## src/rtl/jtopl_eg_env.sv

```systemverilog
// Time-multiplexed OPL ADSR envelope generator: one operator slot per cen,
// per-slot phase/attenuation/key state held in small register arrays.
module jtopl_eg_env #(
    parameter int SLOTS = 18
) (
    input  logic       rst,
    input  logic       clk,
    input  logic       cen,
    output logic [4:0] slot,
    input  logic       keyon,
    input  logic [3:0] ar,
    input  logic [3:0] dr,
    input  logic [3:0] rr,
    input  logic [3:0] sl,
    input  logic       en_sus,
    input  logic       ksr,
    input  logic [3:0] keycode,
    output logic [9:0] eg_pure,
    output logic [4:0] eg_slot,
    output logic       eg_valid
);

    // phase   | meaning
    // ATTACK  | attenuation falls exponentially towards 0
    // DECAY   | attenuation rises until the sustain level
    // SUSTAIN | holds (en_sus=1) or keeps rising at rr (en_sus=0)
    // RELEASE | attenuation rises at rr towards silence
    typedef enum logic [1:0] {ATTACK, DECAY, SUSTAIN, RELEASE} phase_t;

    localparam logic [4:0] LAST_SLOT = 5'(SLOTS - 1);

    logic [9:0]  attn_q  [SLOTS];
    phase_t      phase_q [SLOTS];
    logic        prev_q  [SLOTS];
    logic [14:0] eg_cnt;

    logic [9:0]  cur_attn, nxt_attn, sl_attn, atk_attn, inc_attn;
    phase_t      cur_phase, nxt_phase;
    logic        cur_prev, rise, fall, step;
    logic [3:0]  rate_sel, kadd, base, shift, inc;
    logic [6:0]  rate_sum;
    logic [5:0]  eff;
    logic [14:0] mask;
    logic [13:0] dec14, atk_diff;
    logic [10:0] inc_sum;

    always_comb begin
        cur_attn  = attn_q[slot];
        cur_phase = phase_q[slot];
        cur_prev  = prev_q[slot];
        rise      = keyon & ~cur_prev;
        fall      = ~keyon & cur_prev;

        // the key-on edge is the only case where rate ignores the stored phase
        case (cur_phase)
            ATTACK:  rate_sel = ar;
            DECAY:   rate_sel = dr;
            SUSTAIN: rate_sel = en_sus ? 4'd0 : rr;
            default: rate_sel = rr;
        endcase
        if (rise) rate_sel = ar;

        kadd     = ksr ? keycode : {2'b00, keycode[3:2]};
        rate_sum = {1'b0, rate_sel, 2'b00} + {3'b000, kadd};
        if (rate_sel == 4'd0)
            eff = 6'd0;
        else if (rate_sum > 7'd63)
            eff = 6'd63;
        else
            eff = rate_sum[5:0];

        base  = eff[5:2];
        shift = 4'd13 - base;
        mask  = (15'd1 << shift) - 15'd1;
        step  = 1'b0;
        inc   = 4'd1;
        case (base)
            4'd0:    step = 1'b0;
            4'd13:   begin step = 1'b1; inc = 4'd2; end
            4'd14:   begin step = 1'b1; inc = 4'd4; end
            4'd15:   begin step = 1'b1; inc = 4'd8; end
            default: step = ((eg_cnt & mask) == 15'd0);
        endcase

        dec14    = (14'(cur_attn >> 3) + 14'd1) * {10'd0, inc};
        atk_diff = {4'd0, cur_attn} - dec14;
        atk_attn = atk_diff[13] ? 10'd0 : atk_diff[9:0];
        inc_sum  = {1'b0, cur_attn} + {7'd0, inc};
        inc_attn = inc_sum[10] ? 10'h3FF : inc_sum[9:0];
        sl_attn  = (sl == 4'd15) ? 10'h3E0 : {1'b0, sl, 5'b0};

        nxt_attn  = cur_attn;
        nxt_phase = cur_phase;
        if (rise) begin
            if (eff >= 6'd60) begin
                nxt_attn  = 10'd0;
                nxt_phase = DECAY;
            end else begin
                if (step) nxt_attn = atk_attn;
                nxt_phase = ATTACK;
            end
        end else begin
            case (cur_phase)
                ATTACK: begin
                    if (cur_attn == 10'd0) nxt_phase = DECAY;
                    else if (step)         nxt_attn  = atk_attn;
                end
                DECAY: begin
                    if (step) nxt_attn = inc_attn;
                    if (nxt_attn >= sl_attn) nxt_phase = SUSTAIN;
                end
                default: begin
                    if (step) nxt_attn = inc_attn;
                end
            endcase
            if (fall) nxt_phase = RELEASE;
        end
    end

    always_ff @(posedge clk or posedge rst) begin
        if (rst) begin
            for (int i = 0; i < SLOTS; i++) begin
                attn_q[i]  <= 10'h3FF;
                phase_q[i] <= RELEASE;
                prev_q[i]  <= 1'b0;
            end
            slot     <= 5'd0;
            eg_cnt   <= 15'd0;
            eg_pure  <= 10'h3FF;
            eg_slot  <= 5'd0;
            eg_valid <= 1'b0;
        end else begin
            eg_valid <= cen;
            if (cen) begin
                attn_q[slot]  <= nxt_attn;
                phase_q[slot] <= nxt_phase;
                prev_q[slot]  <= keyon;
                eg_pure       <= nxt_attn;
                eg_slot       <= slot;
                if (slot == LAST_SLOT) begin
                    slot   <= 5'd0;
                    eg_cnt <= eg_cnt + 15'd1;
                end else begin
                    slot <= slot + 5'd1;
                end
            end
        end
    end

endmodule

```

## config.mk

```make
export PLATFORM = sky130hd
export DESIGN_NAME = jtopl_eg_env
export DESIGN_NICKNAME = d
export VERILOG_FILES = /design/src/rtl/jtopl_eg_env.sv
export SDC_FILE = /design/constraint.sdc
export NUM_CORES = 1
export LEC_CHECK = 0
export CAP_MARGIN = 20
export CORE_UTILIZATION = 41
export DETAILED_ROUTE_END_ITERATION = 16
export HOLD_SLACK_MARGIN = 0.08
export PLACE_DENSITY = 0.61
export SYNTH_ARGS = -nofsm -noshare
export SYNTH_HDL_FRONTEND = slang
export SYNTH_SLANG_ARGS = --single-unit
```

## constraint.sdc

```tcl
create_clock -name clk -period 9.7 [get_ports clk]
set_input_delay 1.94 -clock clk [delete_from_list [all_inputs] [get_ports clk]]
set_output_delay 1.94 -clock clk [all_outputs]
set_load 0.01 [all_outputs]
```

# Word level (Yosys, flattened, before mapping)
# Cells that the tools add are included.
dict set report totals {
  output_inout_bits 21
  register_bits 270
  wordCells 139
  input_bits 26
}
dict set report op_classes {
  eq_ne 7
  shifts 1
  order_cmp 5
  n_mul 1
  n_reduce_logical 8
  n_addsub 8
  bitwise 6
  n_mux 44
}
# op count
set op_table {}
lappend op_table {{$bwmux W180} 1}
lappend op_table {{$mux W10} 13}
lappend op_table {{$bmux W10 S5} 1}
lappend op_table {{$demux W10 S5} 1}
lappend op_table {{$bwmux W36} 1}
lappend op_table {{$pmux W4 S3} 2}
lappend op_table {{$pmux W10 S2} 1}
lappend op_table {{$bwmux W18} 1}
lappend op_table {{$eq A4 B4 Y1 const B} 4}
lappend op_table {{$add A15 B1 Y15 const B} 1}
lappend op_table {{$and A15 B15 Y15} 1}
lappend op_table {{$logic_not A15 Y1} 1}
lappend op_table {{$shl A1 B4 Y15 const A} 1}
lappend op_table {{$sub A15 B1 Y15 const B} 1}
lappend op_table {{$mux W2} 7}
lappend op_table {{$sub A10 B12 Y13} 1}
lappend op_table {{$ge A6 B6 Y1 const B} 2}
lappend op_table {{$mul A8 B4 Y12} 1}
lappend op_table {{$mux W4} 3}
lappend op_table {{$mux W6} 2}
lappend op_table {{$add A10 B4 Y11} 1}
lappend op_table {{$bmux W2 S5} 1}
lappend op_table {{$demux W2 S5} 1}
lappend op_table {{$ge A10 B10 Y1} 1}
lappend op_table {{24 further kinds} 30}

# Longest topological paths before layout
# Gate-level depths: netlist (run 1).
dict set report depth {
  ltp_word 26
  mapped_depth 45
  depth_no_buf 38
}

# Worst setup path after synthesis (run 1)
# Ideal clock, no wire load.
dict set report synth_path {
  path_type {input port to flip-flop}
  startpoint {in keyon}
  endpoint {reg phase_q[1] (netlist name)}
  slack_ps 413
  path_stages 41
  t_required_ps 9619
  t_arrival_ps 9206
  path_buffers 7
  cell_sequence {and2_1 -> buf_2 -> a22o_1 -> buf_2 -> nand2_1 -> o21ai_0 -> ha_1 -> fa_1 -> clkinv_1 -> nor3_1 -> nor2_1 -> inv_1 -> ha_1 -> or3_4 -> buf_6 -> a21oi_2 -> nand3_1 -> ha_1 -> [5 not listed] -> nor4_1 -> a21boi_2 -> buf_6 -> buf_2 -> nor4b_1 -> nor2_1 -> ha_1 -> nand2_1 -> nor2_1 -> nand4_1 -> nand4b_1 -> nor3_1 -> a41oi_1 -> a31oi_1 -> o21ai_0 -> maj3_1 -> clkbuf_1 -> o21ai_0}
}
dict set report synth_between {
  elab_chain_len 21
  word_cells_on_any_way 32
  cone_classes {4 x add/sub; 2 x order compare; 3 x eq/ne; 1 x shift; 14 x mux; 4 x bitwise; 4 x reduce/logical}
}
# element line_no
set synth_rtl {}
lappend synth_rtl {{from (decl)} 10} ;# input logic keyon,
lappend synth_rtl {{$and A1 B1 Y1} 51} ;# rise = keyon & ~cur_prev;
lappend synth_rtl {{$mux W4} 61} ;# if (rise) rate_sel = ar;
lappend synth_rtl {{$add A6 B4 Y7} 64} ;# rate_sum = {1'b0, rate_sel, 2'b00} + {3'b000, kadd};
lappend synth_rtl {{$gt A7 B6 Y1} 67} ;# else if (rate_sum > 7'd63)
lappend synth_rtl {{$mux W6} 67}
lappend synth_rtl {{$mux W6} 65} ;# if (rate_sel == 4'd0)
lappend synth_rtl {{$sub A4 B4 Y4} 73} ;# shift = 4'd13 - base;
lappend synth_rtl {{$shl A1 B4 Y15} 74} ;# mask = (15'd1 << shift) - 15'd1;
lappend synth_rtl {{[5 not listed]} --}
lappend synth_rtl {{$mux W10} 103} ;# case (cur_phase)
lappend synth_rtl {{$mux W10} 94} ;# if (rise) begin
lappend synth_rtl {{$ge A10 B10 Y1} 110} ;# if (nxt_attn >= sl_attn) nxt_phase = SUSTAIN;
lappend synth_rtl {{$mux W2} 110}
lappend synth_rtl {{$pmux W2 S2} 103}
lappend synth_rtl {{$mux W2} 116} ;# if (fall) nxt_phase = RELEASE;
lappend synth_rtl {{$mux W2 *} 94}
lappend synth_rtl {{$bwmux W36 *} 136} ;# phase_q[slot] <= nxt_phase;
lappend synth_rtl {{to (signal, indexed assignment)} 136}
lappend synth_rtl {{to (decl)} 33} ;# phase_t phase_q [SLOTS];
# Mark *: on every way between the ends. The rest lies on a longest branch, timed or not. The select of a mux whose other input is x is not followed.
# A chain may end at the register's enable or synchronous reset.

# Worst setup path after layout (run 1)
dict set report layout_path {
  startpoint {in keyon}
  endpoint {reg phase_q[13] (netlist name)}
}
# Same word-level chain as after synthesis.

==> out/results.tsv, run 1 <==
stage	metric	value	unit
status	status	complete, no violations	
clocking	cts_tree	done	
finish	seq_area	7050	µm²
critical_path	reg2reg_slack	0.63	ns
critical_path	endpoint_kind	flip-flop	
clocking	clock_sinks	270	
die	io_pins	47	
die	core_area	37000	µm²
placement	numPortBuffers	44	
clocking	cts_buffers	28	
timing	finalSetupTns	0	ns
timing	fin_worst_hold_slack	0.461	ns
timing	fin_skew	0.0135	ns
critical_path	cp_max_fo	18	
hold_path	min_path_type	flip-flop to flip-flop	
die	die-area	38700	µm²
logic_synthesis	synthFlopType	dfstp_2	
finish	multi_input_area	7970	µm²
critical_path	start_kind	input pin	
critical_path	cp_slowest_cell	or4b_1	
global_routing	grt_max_degree	144	
critical_path	worstSetupStartpoint	keyon	
route	wl_met1	18500	µm
logic_synthesis	ys_seq_area_share	45.3	%
timing	setup_violations	0	
logic_synthesis	ys_seq_elements	270	
logic_synthesis	syn_area	15600	µm²
global_routing	antenna_found_initial	0	
global_routing	grt_pass1_wl	64300	µm
critical_path	ff2ff_path_depth	37	
finish	diodes	0	
global_routing	grt_pass1_vias	11600	
global_routing	grt_usage	20.6	%
finish	final_cell_mix	277 x nand2_1, 226 x dfstp_2, 142 x o21ai_0, 84 x buf_4, 77 x o21ai_1	
route	vias	11800	
critical_path	cp.required	10.14	ns
timing	fin_crit_sh	95.0	%
placement	hpwlAfterDp	27100	µm
route	ant_nets	0	
critical_path	worstPathArrival	9.66	ns
die	initial_core_util	42.1	%
logic_synthesis	async_flop_share	100	%
clocking	path_clk_slew	0.06	ns
logic_synthesis	synth_edf_count	0	
clocking	root_buffer	clkbuf_16	
logic_synthesis	synthDistinctLibCells	86	
route	wl_per_cell	18.4	µm
finish	layout_commonest_cell	nand2_1	
timing	worstMarginPinSlew	1.16	ns
critical_path	cpPeakStageDelay	0.57	ns
route	wl	39200	µm
route	wl_met3	1360	µm
die	dieWidth	197	µm
clocking	hold_buffers	0	
placement	routabilityCongestion	0.900	
logic_synthesis	synthCells	1546	
critical_path	r2r_start	slot[1]$_DFFE_PP0P_	
finish	fin_nets	1695	
critical_path	cp-endpoint	phase_q[13]$_DFFE_PP1P_	
clocking	clkLatencyLatePin	0.54	ns
die	rows	70	
timing	fmax	0.109	GHz
route	dr.pass1.iters	7	
finish	num-fill-cells	3436	
route	vias_per_cell	5.53	
die	fp.dieH	197	µm
finish	area_growth	15.6	%
critical_path	path_class	input pin to flip-flop	
run	maxCapViolCount	0	
route	wl_met2	18600	µm
timing	max_slew_margin	22.3	%
timing	fin_crit	9.22	ns
route	top_layer_used	met4	
timing	slew_violations	0	
clocking	clk_path_buf_depth	3	
route	initialDrtViolationCount	848	
timing	hold_viol_final	0	
route	drcViolationCount	0	
logic_synthesis	yosys_warnings	0	
finish	drive_gt1_share	31.8	%
critical_path	r2r_end	phase_q[13]$_DFFE_PP1P_	
logic_synthesis	syn-num-nets	1635	
clocking	h-tree-depth	1	
logic_synthesis	syn-mean-instance-area	10.1	µm²
global_routing	grt.overflow.total	0	
-- cells by family after synthesis --
| family | share of synthesized area, % |
|---|---|
| simple gates | 14.5 |
| compound gates | 15.5 |
| flops | 45.3 |
| buf+inv | 4.18 |
| mux | 12.4 |
| fa+ha+maj | 6.19 |
| xor+xnor | 1.91 |
-- metrics by stage --
stage	setup slack, ns	instance area (µm²)	util (%)	std cells
after CTS	0.122	17800	48.2	2127
final	0.485	18000	48.7	2132
after global routing	-0.00261	18000	48.7	2132
after floorplan	0.413	15600	-	1546
after global placement	-0.287	16800	45.6	2075
after detailed placement	-0.382	16800	45.6	2075
-- per-layer routing --
layer	vias to the layer above	GRT usage, %
li1	5623	-
met1	5903	29.5
met2	220	34.2
met3	41	1.87
met4	0	4.19
met5	-	0
-- final cells by class --
cell class | count | share of cell area [%]
multi-input combinational | 1119 | 44.3
sequential | 270 | 39.2
inverter | 53 | 1.15
tap | 504 | 3.51
clock inverter | 12 | 0.751
timing repair buffer | 134 | 6.44
clock buffer | 40 | 4.65
-- cell usage after synthesis (36+ instances only) --
master / instances / area share [%]
mux4_2: 50 / 7.2
nor2_1: 66 / 1.6
o21ai_0: 154 / 5.0
nand2_1: 277 / 6.7
nor3_1: 36 / 1.2
dfrtp_1: 44 / 7.1
dfstp_2: 226 / 38
ha_1: 41 / 3.3
mux2_2: 56 / 4.1
o21ai_1: 65 / 2.1
inv_1: 52 / 1.3
clkbuf_1: 70 / 1.7
a21oi_1: 57 / 1.8
-- registers in the layout (all words and copies together) (netlist names) --
name / cells
phase_q: 36
prev_q: 18
attn_q: 180
eg_cnt: 15
eg_slot: 5
eg_pure: 10
slot: 5
eg_valid: 1
-- how the worst min path moves through the flow --
stage	from	end	slack, ns	depth (start not counted)
2_1_floorplan	prev_q[14]$_DFFE_PP0P_	prev_q[14]$_DFFE_PP0P_	0.44	2
5_1_grt	attn_q[126]$_DFFE_PP1P_	attn_q[126]$_DFFE_PP1P_	0.47	2
3_5_place_dp	attn_q[18]$_DFFE_PP1P_	attn_q[18]$_DFFE_PP1P_	0.46	2
4_1_cts	attn_q[18]$_DFFE_PP1P_	attn_q[18]$_DFFE_PP1P_	0.46	2
6_report	attn_q[78]$_DFFE_PP1P_	attn_q[78]$_DFFE_PP1P_	0.46	2
3_3_place_gp	attn_q[98]$_DFFE_PP1P_	attn_q[98]$_DFFE_PP1P_	0.45	2
-- worst max-delay path: cells and delay by family --
family / cells / cell delay (ns)
buffers and inverters: 5 / 0.97
adder cells (fa/ha/maj): 6 / 1.82
AND/OR/NAND/NOR: 14 / 3.19
AO/OA/AOI/OAI: 11 / 1.74
-- what timing repair did --
| item | in CTS | in global routing |
|---|---|---|
| hold endpoints to repair | 0 | 0 |
| endpoints found under the setup margin | 0 | 204 |
| buffers inserted | 0 | 2 |
| gates resized for setup | 0 | 34 |
Power of run 1 is left out: the tool's default activity adds up to more than one toggle a clock period on the data nets, which glitch-free logic cannot reach.
==> run 2: changes to the inputs <==
--- a/config.mk
+++ b/config.mk
@@ -10,6 +10,7 @@
 export DETAILED_ROUTE_END_ITERATION = 16
 export HOLD_SLACK_MARGIN = 0.08
 export PLACE_DENSITY = 0.61
+export SKIP_CTS_REPAIR_TIMING = 1
 export SYNTH_ARGS = -nofsm -noshare
 export SYNTH_HDL_FRONTEND = slang
 export SYNTH_SLANG_ARGS = --single-unit
==> results of run 2 <==
Final layout, timing and power as in run 1 (identical DEF).
Power of run 2 is left out for the same reason.
